==> config.mk <==
export PLATFORM = sky130hd
export DESIGN_NAME = uart_frame_seq_tx
export DESIGN_NICKNAME = d
export VERILOG_FILES = /design/src/rtl/uart_frame_seq_tx.sv
export SDC_FILE = /design/constraint.sdc
export NUM_CORES = 1
export LEC_CHECK = 0
export ABC_AREA = 1
export BUFFER_PORTS_ARGS = -buffer_cell sky130_fd_sc_hd__clkbuf_2
export CORE_UTILIZATION = 40
export DETAILED_ROUTE_END_ITERATION = 16
export PLACE_DENSITY = 0.65
export SYNTH_ARGS = -nofsm -noshare
export SYNTH_HDL_FRONTEND = slang
export SYNTH_SLANG_ARGS = --single-unit
==> constraint.sdc <==
create_clock -name clk -period 2.5 [get_ports clk]
set_input_delay 0.25 -clock clk [delete_from_list [all_inputs] [get_ports clk]]
set_output_delay 0.25 -clock clk [all_outputs]
set_load 0.005 [all_outputs]
==> src/rtl/uart_frame_seq_tx.sv <==
// uart_frame_seq_tx: buffers command bytes in a small FIFO and serialises them
// as back-to-back UART frames (start, LSB-first data, optional parity, stop).
// Optional build macro UART_FRAME_GAP_EN inserts GAP_BITS idle-high bit
// periods after the stop bits of every frame.
//
// Write side handshake: wr_en is a one-cycle push request; there is no ready.
// A push is accepted when the FIFO is not full, or when a pop happens in the
// same cycle. A push that is refused sets the sticky overflow flag.
module uart_frame_seq_tx #(
    parameter int DATA_WIDTH = 8,
    parameter int DEPTH      = 8,
    parameter int STOP_BITS  = 1,
    parameter int CNT_WIDTH  = 16,
    parameter int GAP_BITS   = 2
) (
    input  logic                  clk,
    input  logic                  reset_n,
    input  logic                  bit_tick,
    input  logic                  wr_en,
    input  logic [DATA_WIDTH-1:0] wr_data,
    input  logic                  par_en,
    input  logic                  par_typ,
    output logic                  tx_out,
    output logic                  busy,
    output logic                  full,
    output logic                  empty,
    output logic                  overflow,
    output logic                  frame_done,
    output logic [CNT_WIDTH-1:0]  frames_sent
);

    localparam int AW = $clog2(DEPTH);
    localparam logic [3:0] BIT_LAST  = 4'(DATA_WIDTH - 1);
    localparam logic [0:0] STOP_LAST = 1'(STOP_BITS - 1);

    // Elaboration-time guard against unsupported configurations
    if (DATA_WIDTH < 5 || DATA_WIDTH > 9 || DEPTH < 2 || (DEPTH & (DEPTH - 1)) != 0 ||
        STOP_BITS < 1 || STOP_BITS > 2 || GAP_BITS < 1 || CNT_WIDTH < 1) begin : g_cfg_err
        $error("uart_frame_seq_tx: unsupported parameter combination");
    end

    typedef enum logic [2:0] {
        S_IDLE,
        S_START,
        S_DATA,
        S_PARITY,
        S_STOP
`ifdef UART_FRAME_GAP_EN
        , S_GAP
`endif
    } state_t;

    state_t                state;
    logic [DATA_WIDTH-1:0] mem [DEPTH];
    logic [AW-1:0]         wr_ptr;
    logic [AW-1:0]         rd_ptr;
    logic [AW:0]           count;
    logic [DATA_WIDTH-1:0] head;
    logic [DATA_WIDTH-1:0] shift;
    logic                  par_en_q;
    logic                  par_bit;
    logic [3:0]            bit_cnt;
    logic [0:0]            stop_cnt;
    logic                  stop_last;
    logic                  frame_end;
    logic                  push;
    logic                  pop;

`ifdef UART_FRAME_GAP_EN
    localparam int GW = $clog2(GAP_BITS) + 1;
    localparam logic [GW-1:0] GAP_LAST = GW'(GAP_BITS - 1);
    logic [GW-1:0] gap_cnt;
`endif

    assign full      = (count == (AW+1)'(DEPTH));
    assign empty     = (count == '0);
    assign head      = mem[rd_ptr];
    assign stop_last = (stop_cnt == STOP_LAST);

`ifdef UART_FRAME_GAP_EN
    assign frame_end = (state == S_GAP) && (gap_cnt == GAP_LAST);
`else
    assign frame_end = (state == S_STOP) && stop_last;
`endif

    // The head is consumed whenever a new frame begins: from IDLE or at the
    // tick that ends the previous frame.
    assign pop  = bit_tick && !empty && ((state == S_IDLE) || frame_end);
    assign push = wr_en && (!full || pop);

    // FIFO storage; written only on accepted pushes
    always_ff @(posedge clk) begin
        if (push) begin
            mem[wr_ptr] <= wr_data;
        end
    end

    // FIFO pointers, occupancy and sticky overflow
    always_ff @(posedge clk) begin
        if (!reset_n) begin
            wr_ptr   <= '0;
            rd_ptr   <= '0;
            count    <= '0;
            overflow <= 1'b0;
        end else begin
            if (push) wr_ptr <= wr_ptr + AW'(1);
            if (pop)  rd_ptr <= rd_ptr + AW'(1);
            case ({push, pop})
                2'b10:   count <= count + (AW+1)'(1);
                2'b01:   count <= count - (AW+1)'(1);
                default: count <= count;
            endcase
            if (wr_en && !push) overflow <= 1'b1;
        end
    end

    // Frame sequencer: every line change happens on a bit_tick cycle
    always_ff @(posedge clk) begin
        if (!reset_n) begin
            state       <= S_IDLE;
            tx_out      <= 1'b1;
            busy        <= 1'b0;
            frame_done  <= 1'b0;
            frames_sent <= '0;
            shift       <= '0;
            par_en_q    <= 1'b0;
            par_bit     <= 1'b0;
            bit_cnt     <= '0;
            stop_cnt    <= '0;
`ifdef UART_FRAME_GAP_EN
            gap_cnt     <= '0;
`endif
        end else begin
            frame_done <= 1'b0;
            if (bit_tick) begin
                if (frame_end) begin
                    frame_done  <= 1'b1;
                    frames_sent <= frames_sent + CNT_WIDTH'(1);
                    if (!empty) begin
                        shift    <= head;
                        par_en_q <= par_en;
                        par_bit  <= (^head) ^ par_typ;
                        tx_out   <= 1'b0;
                        state    <= S_START;
                    end else begin
                        tx_out <= 1'b1;
                        busy   <= 1'b0;
                        state  <= S_IDLE;
                    end
                end else begin
                    case (state)
                        S_IDLE: begin
                            if (!empty) begin
                                shift    <= head;
                                par_en_q <= par_en;
                                par_bit  <= (^head) ^ par_typ;
                                tx_out   <= 1'b0;
                                busy     <= 1'b1;
                                state    <= S_START;
                            end
                        end
                        S_START: begin
                            tx_out  <= shift[0];
                            shift   <= shift >> 1;
                            bit_cnt <= '0;
                            state   <= S_DATA;
                        end
                        S_DATA: begin
                            if (bit_cnt == BIT_LAST) begin
                                if (par_en_q) begin
                                    tx_out <= par_bit;
                                    state  <= S_PARITY;
                                end else begin
                                    tx_out   <= 1'b1;
                                    stop_cnt <= '0;
                                    state    <= S_STOP;
                                end
                            end else begin
                                tx_out  <= shift[0];
                                shift   <= shift >> 1;
                                bit_cnt <= bit_cnt + 4'd1;
                            end
                        end
                        S_PARITY: begin
                            tx_out   <= 1'b1;
                            stop_cnt <= '0;
                            state    <= S_STOP;
                        end
                        S_STOP: begin
                            if (!stop_last) begin
                                stop_cnt <= stop_cnt + 1'b1;
                            end
`ifdef UART_FRAME_GAP_EN
                            else begin
                                gap_cnt <= '0;
                                state   <= S_GAP;
                            end
`endif
                        end
`ifdef UART_FRAME_GAP_EN
                        S_GAP: begin
                            gap_cnt <= gap_cnt + GW'(1);
                        end
`endif
                        default: state <= S_IDLE;
                    endcase
                end
            end
        end
    end

endmodule

Yosys cells after proc, flatten, opt, wreduce, memory -nomap -nowiden. Memory sizes are Yosys's and may differ from the RTL's. A register that Yosys moved wholly into a read port is not among the register bits. Cells that the tools add are included.

Bits in registers: 48. Memory bits (writable): 64. Input bits: 14. Output and inout port bits: 22. Logic and storage cells: 108. Memories: 1.

Equal/unequal tests: 17. Bitwise gates (word level): 3. Muxes and demuxes: 38. $add $sub $neg: 7. Reductions and logical operators: 28.

Memories: mem (depth 8, width 8, read ports 1, clocked after Yosys merged registers in 1, write ports 1, line 54) `logic [DATA_WIDTH-1:0] mem [DEPTH];`.

Operator list (count): 8-bit two-way mux (3); 8-bit one-hot mux with 3 select lines (1); 1-bit two-way mux (22); 3-bit two-way mux (6); 16-bit by 1-bit adder with 16-bit output (second input constant) (1); 4-bit one-hot mux with 2 select lines (2); 3-bit one-hot mux with 5 select lines (1); 4-bit AND reduction (3); 2-bit != test (second input constant) (5); 3-bit != test (second input constant) (3); 4-bit by 1-bit adder with 4-bit output (second input constant) (2); 8-bit XOR reduction (1); 3-bit by 1-bit adder with 3-bit output (second input constant) (2); 3-bit by 2-bit == test with 1-bit output (second input constant) (2); 2-bit AND reduction (3); 3-bit AND reduction (2); 2-bit nonzero test (3); 1-bit logical AND (5); 5-bit AND reduction (1); 5-bit nonzero test (1); 4-bit by 3-bit == test with 1-bit output (second input constant) (1); 4-bit == test (second input constant) (1); 4-bit zero test (1); 4-bit two-way mux (1); other kinds (16) (20).

Longest topological paths before layout.
Depth after elaboration: 8. Depth in mapped cells: 19. Depth with buffers taken out: 17.

Least setup slack after synthesis. No wires, ideal clock.

Path type: reg2reg. From: register state[1]. To: memory mem[1][0] (enable). Period minus slack after synthesis: 1.981 ns. Data required time: 2.130 ns. Path slack: 0.519 ns. Path buffers: 0. Cell stages (with the launch flop): 10. Library setup time: 0.370 ns. Arrival: 1.610 ns. Cells stage by stage: dfxtp_1 > inv_2 > nand2_4 > nor2_8 > nand2_4 > a21oi_2 > inv_1 > nor2_1 > inv_1 > nor2_1.

Word-level cells in the longest chain between the ends: 8. Elaborated cells on any way between the ends: 9. Classes of those cells: 1 x eq/ne; 2 x mux; 6 x reduce/logical.

Ends and longest elaborated chain: start, declared (line 53) `state_t state;`; start signal, assigned (line 120) `state <= S_IDLE;`; start signal, assigned (line 144) `state <= S_START;`; start signal, assigned (line 148) `state <= S_IDLE;`; 3-bit == test (line 83) `assign frame_end = (state == S_STOP) && stop_last;`; 1-bit logical AND (line 83); 1-bit logical OR (*) (line 88) `assign pop = bit_tick && !empty && ((state == S_IDLE) || frame_end);`; 1-bit logical AND (*) (line 88); 1-bit logical OR (*) (line 89) `assign push = wr_en && (!full || pop);`; 1-bit logical AND (*) (line 89); 1-bit two-way mux (*) (line 93) `if (push) begin`; 1-bit two-way mux (not written as such) (*) (line 94) `mem[wr_ptr] <= wr_data;`; end, declared (line 54).

Mark *: on every way between the ends. The rest lies on a longest branch, timed or not.

Worst setup path in the final report.
From: register count[0]. To: register count[3].

Word-level cells in the longest chain between the ends: 8. Elaborated cells on any way between the ends: 14. Classes of those cells: 2 x add/sub; 3 x eq/ne; 1 x mux; 8 x reduce/logical.

Ends and longest elaborated chain: start, declared (line 57) `logic [AW:0] count;`; start signal, assigned (line 109) `2'b10: count <= count + (AW+1)'(1);`; start signal, assigned (line 110) `2'b01: count <= count - (AW+1)'(1);`; start signal, assigned (line 111) `default: count <= count;`; 4-bit zero test (line 76) `assign empty = (count == '0);`; 1-bit zero test; 1-bit logical AND (2 in a row) (line 88); 1-bit logical OR (line 89); 1-bit logical AND (line 89); 2-bit by 1-bit == test with 1-bit output or 2-bit == test (tied branches) (line 108) `case ({push, pop})`; 4-bit one-hot mux with 2 select lines or 2-bit nonzero test (tied branches).

Several ways; a longest one is shown, not always the timed one. A chain may end at the register's enable or synchronous reset.

==> summary.md <==
| Metric | Value |
|---|---|
| Status | `complete, no violations` |
| Worst path required time | `around 2.8 ns` |
| Via count | `roughly 4300` |
| Site Rows | `42` |
| Die Span X | `around 120 µm` |
| Global-route wire length before repair | `around 18 mm` |
| Max VDD drop | `about 800 µV` |
| Max Transition Viols Final | `0` |
| Commonest non-fill, non-tap cell in the layout | `nand2_1` |
| HP Class | `in2reg` |
| Synthesized area per cell | `roughly 8.4 µm²` |
| Synth area leaders | `edfxtp_1 (36%), dfxtp_1 (19%), nand2_1 (13%)` |
| GRT Overall Usage | `around 17%` |
| Slew headroom | `52.6%` |
| Syn Nets | `roughly 660` |
| Clock Sink Count | `114` |
| GP Congestion | `0.932` |
| Top cell type by total area after synthesis | `edfxtp_1` |
| Detail Placement HPWL | `between 8 and 9 mm` |
| # H-tree levels | `4` |
| TritonCTS Buffers | `17` |
| Mapped cell area | `~5400 µm²` |
| WS Path Type | `reg2reg` |
| Max cap viols | `0` |
| DR iter-0 viols | `about 330` |
| Critical path endpoint category | `flop` |
| CP arrival | `roughly 2.5 ns` |
| CTS root buffer | `clkbuf_16` |
| Core Region | `13200 µm²` |
| Post-CTS setup buffer count | `0` |
| Clock latency on the worst-skew pair | `slightly above 0.4 ns` |
| Sequential standard cell area | `slightly below 3000 µm²` |
| Seq cells post-synth | `114` |
| Hold Path Depth | `3` |
| Cells after DPL | `approximately 850` |
| Worst-Margin Slew | `0.704 ns` |
| Antenna violations before repair | `0` |
| Post-synth top area share | `~36%` |
| Critical path launch point type | `flop` |
| Unrepaired setup endpoints after global routing | `no` |
| Number of global-route vias before repair | `between 3000 and 4000` |
| DR WL/cell | `~13 µm` |
| LEAKAGE | `2.88 nW` |
| Multi-input combinational cell area | `about 2000 µm²` |
| Maximum number of pins on one net before global-route repair | `35` |
| Port Buffers | `35` |
| Layout cells sized above 1 | `between 10 and 15%` |
| Final WL | `between 10 and 15 mm` |
| Fin. Hold Viols | `0` |
| CP Max Fanout | `10` |
| Post-Syn Instances | `about 640` |
| Final Non-Filler Cells | `between 800 and 900` |
| Vias/cell | `4.91` |
| Fin crit share | `86.8%` |
| 1st-pass router iterations | `5` |
| Synth unique cells | `36` |
| FILL cells | `1237` |
| GR Overflow Total | `0` |
| Setup violators final | `0` |
| Pwr dens | `between 1000 and 1500 nW/µm²` |
| Clock Skew | `about 0.012 ns` |
| Final nets | `711` |
| Final ANT Viol Nets | `0` |
| Die height | `118 µm` |
| Sequential area share after synthesis | `a little over half` |
| Period minus WS final | `about 2.2 ns` |
| Most frequent cells in the layout | `nand2_1 (182), inv_1 (101), edfxtp_1 (64)` |
| Initial core utilization | `slightly above 40%` |
| Antenna fix cells | `0` |
| PostCTS Resize Cnt | `0` |
| R2R cell count | `11` |
| Die ar. | `between 10000 and 15000 µm²` |
| Setup TNS | `0 ns` |
| CTS tree | `built` |
| Area Overhead vs Synth | `18.4%` |
| Worst-path clk slew | `~0.050 ns` |
| Hold-fix buffers at CTS | `0` |
| Fmax achieved | `461 MHz` |
| # IOs | `36` |
| Residual DRC | `0` |
| Clk buf depth | `2` |
| Yosys warnings | `0` |
state kept, by name, indices dropped and copies added, names as in the netlist, 3 cells and up, named ones only:
name,flops
state,3
shift,8
count,4
mem,64
wr_ptr,3
rd_ptr,3
bit_cnt,4
frames_sent,16
final timing paths:
kind                         startpoint                     to  slack [ns]
hold / removal                    wr_en  overflow$_SDFFE_PN0P_        0.13
setup / recovery  count[0]$_SDFFE_PN0P_  count[3]$_SDFFE_PN0P_        0.33
setup reg to reg  count[0]$_SDFFE_PN0P_  count[3]$_SDFFE_PN0P_        0.33
hold reg to reg   shift[7]$_SDFFE_PN0P_  shift[7]$_SDFFE_PN0P_        0.45
Yosys cell counts, drive strengths merged:
cell type,instances
a21oi,34
nor4,2
xnor2,2
ha,6
inv,110
fa,1
nand2,185
nand3,61
buf,15
nor3,9
nand4,2
o2111ai,1
dfxtp,50
xor2,1
a211oi,3
clkinv,1
o21ai,24
clkbuf,4
edfxtp,64
a31oi,8
nor2,46
o21a,7
o221ai,6
cell type report:
cell class | count | share of cell area [%]
Clock buffer | 19 | 6.78
Clock inverter | 12 | 2.59
Inverter | 111 | 6.52
Multi-Input combinational cell | 398 | 30.7
Sequential cell | 114 | 45.8
Tap cell | 176 | 3.45
Timing Repair Buffer | 48 | 4.27
kinds of logic after synthesis:
group	after synthesis	share of synthesized area (%)
adders and majority gates	7	1.76
and+or+nand+nor	305	25.1
buffers and inverters	130	9.55
AOI/OAI and AO/OA	83	8.90
xor gates and xnor gates	3	0.487
DFF	114	54.2
per-layer routing:
layer	track usage, %	vias up	wire (µm)
met4	6.73	0	144
li1	-	2183	-
met2	28.4	118	5470
met5	0	-	0
met3	6.03	11	650
met1	20.7	1996	5050
worst max-delay path, stage by stage, from the launching register on:
cell and delay (ns):
dfxtp_1 0.33, inv_1 0.13, nand4_2 0.29, nand2_4 0.21, nor2_2 0.08, ha_1 0.32
a21oi_1 0.16, o21ai_0 0.11, xnor2_1 0.13, nor2_1 0.15, o21ai_1 0.08, a21oi_1 0.12
stage by stage:
| stage | utilization [%] | total power [mW] | setup slack [ns] | instance area (µm²) | hold slack, ns |
|---|---|---|---|---|---|
| CTS | 48.4 | 7.02 | 0.315 | 6390 | 0.116 |
| detailed placement | 43.9 | 4.57 | 0.347 | 5790 | 0.444 |
| global placement | 43.9 | 4.50 | 0.428 | 5790 | 0.439 |
| finish | 48.4 | 7.00 | 0.329 | 6390 | 0.129 |
| floorplan | - | 4.05 | 0.519 | 5400 | 0.349 |
| global route | 48.4 | 7.49 | 0.0261 | 6390 | 0.126 |
power breakdown:
group,leakage [nW],internal (mW),switching (mW)
Sequential,0.989,2.20,0.167
Clock,0.285,1.64,0.793
Combinational,1.60,0.689,1.50
Note: power is estimated with default switching activity, not from simulation.
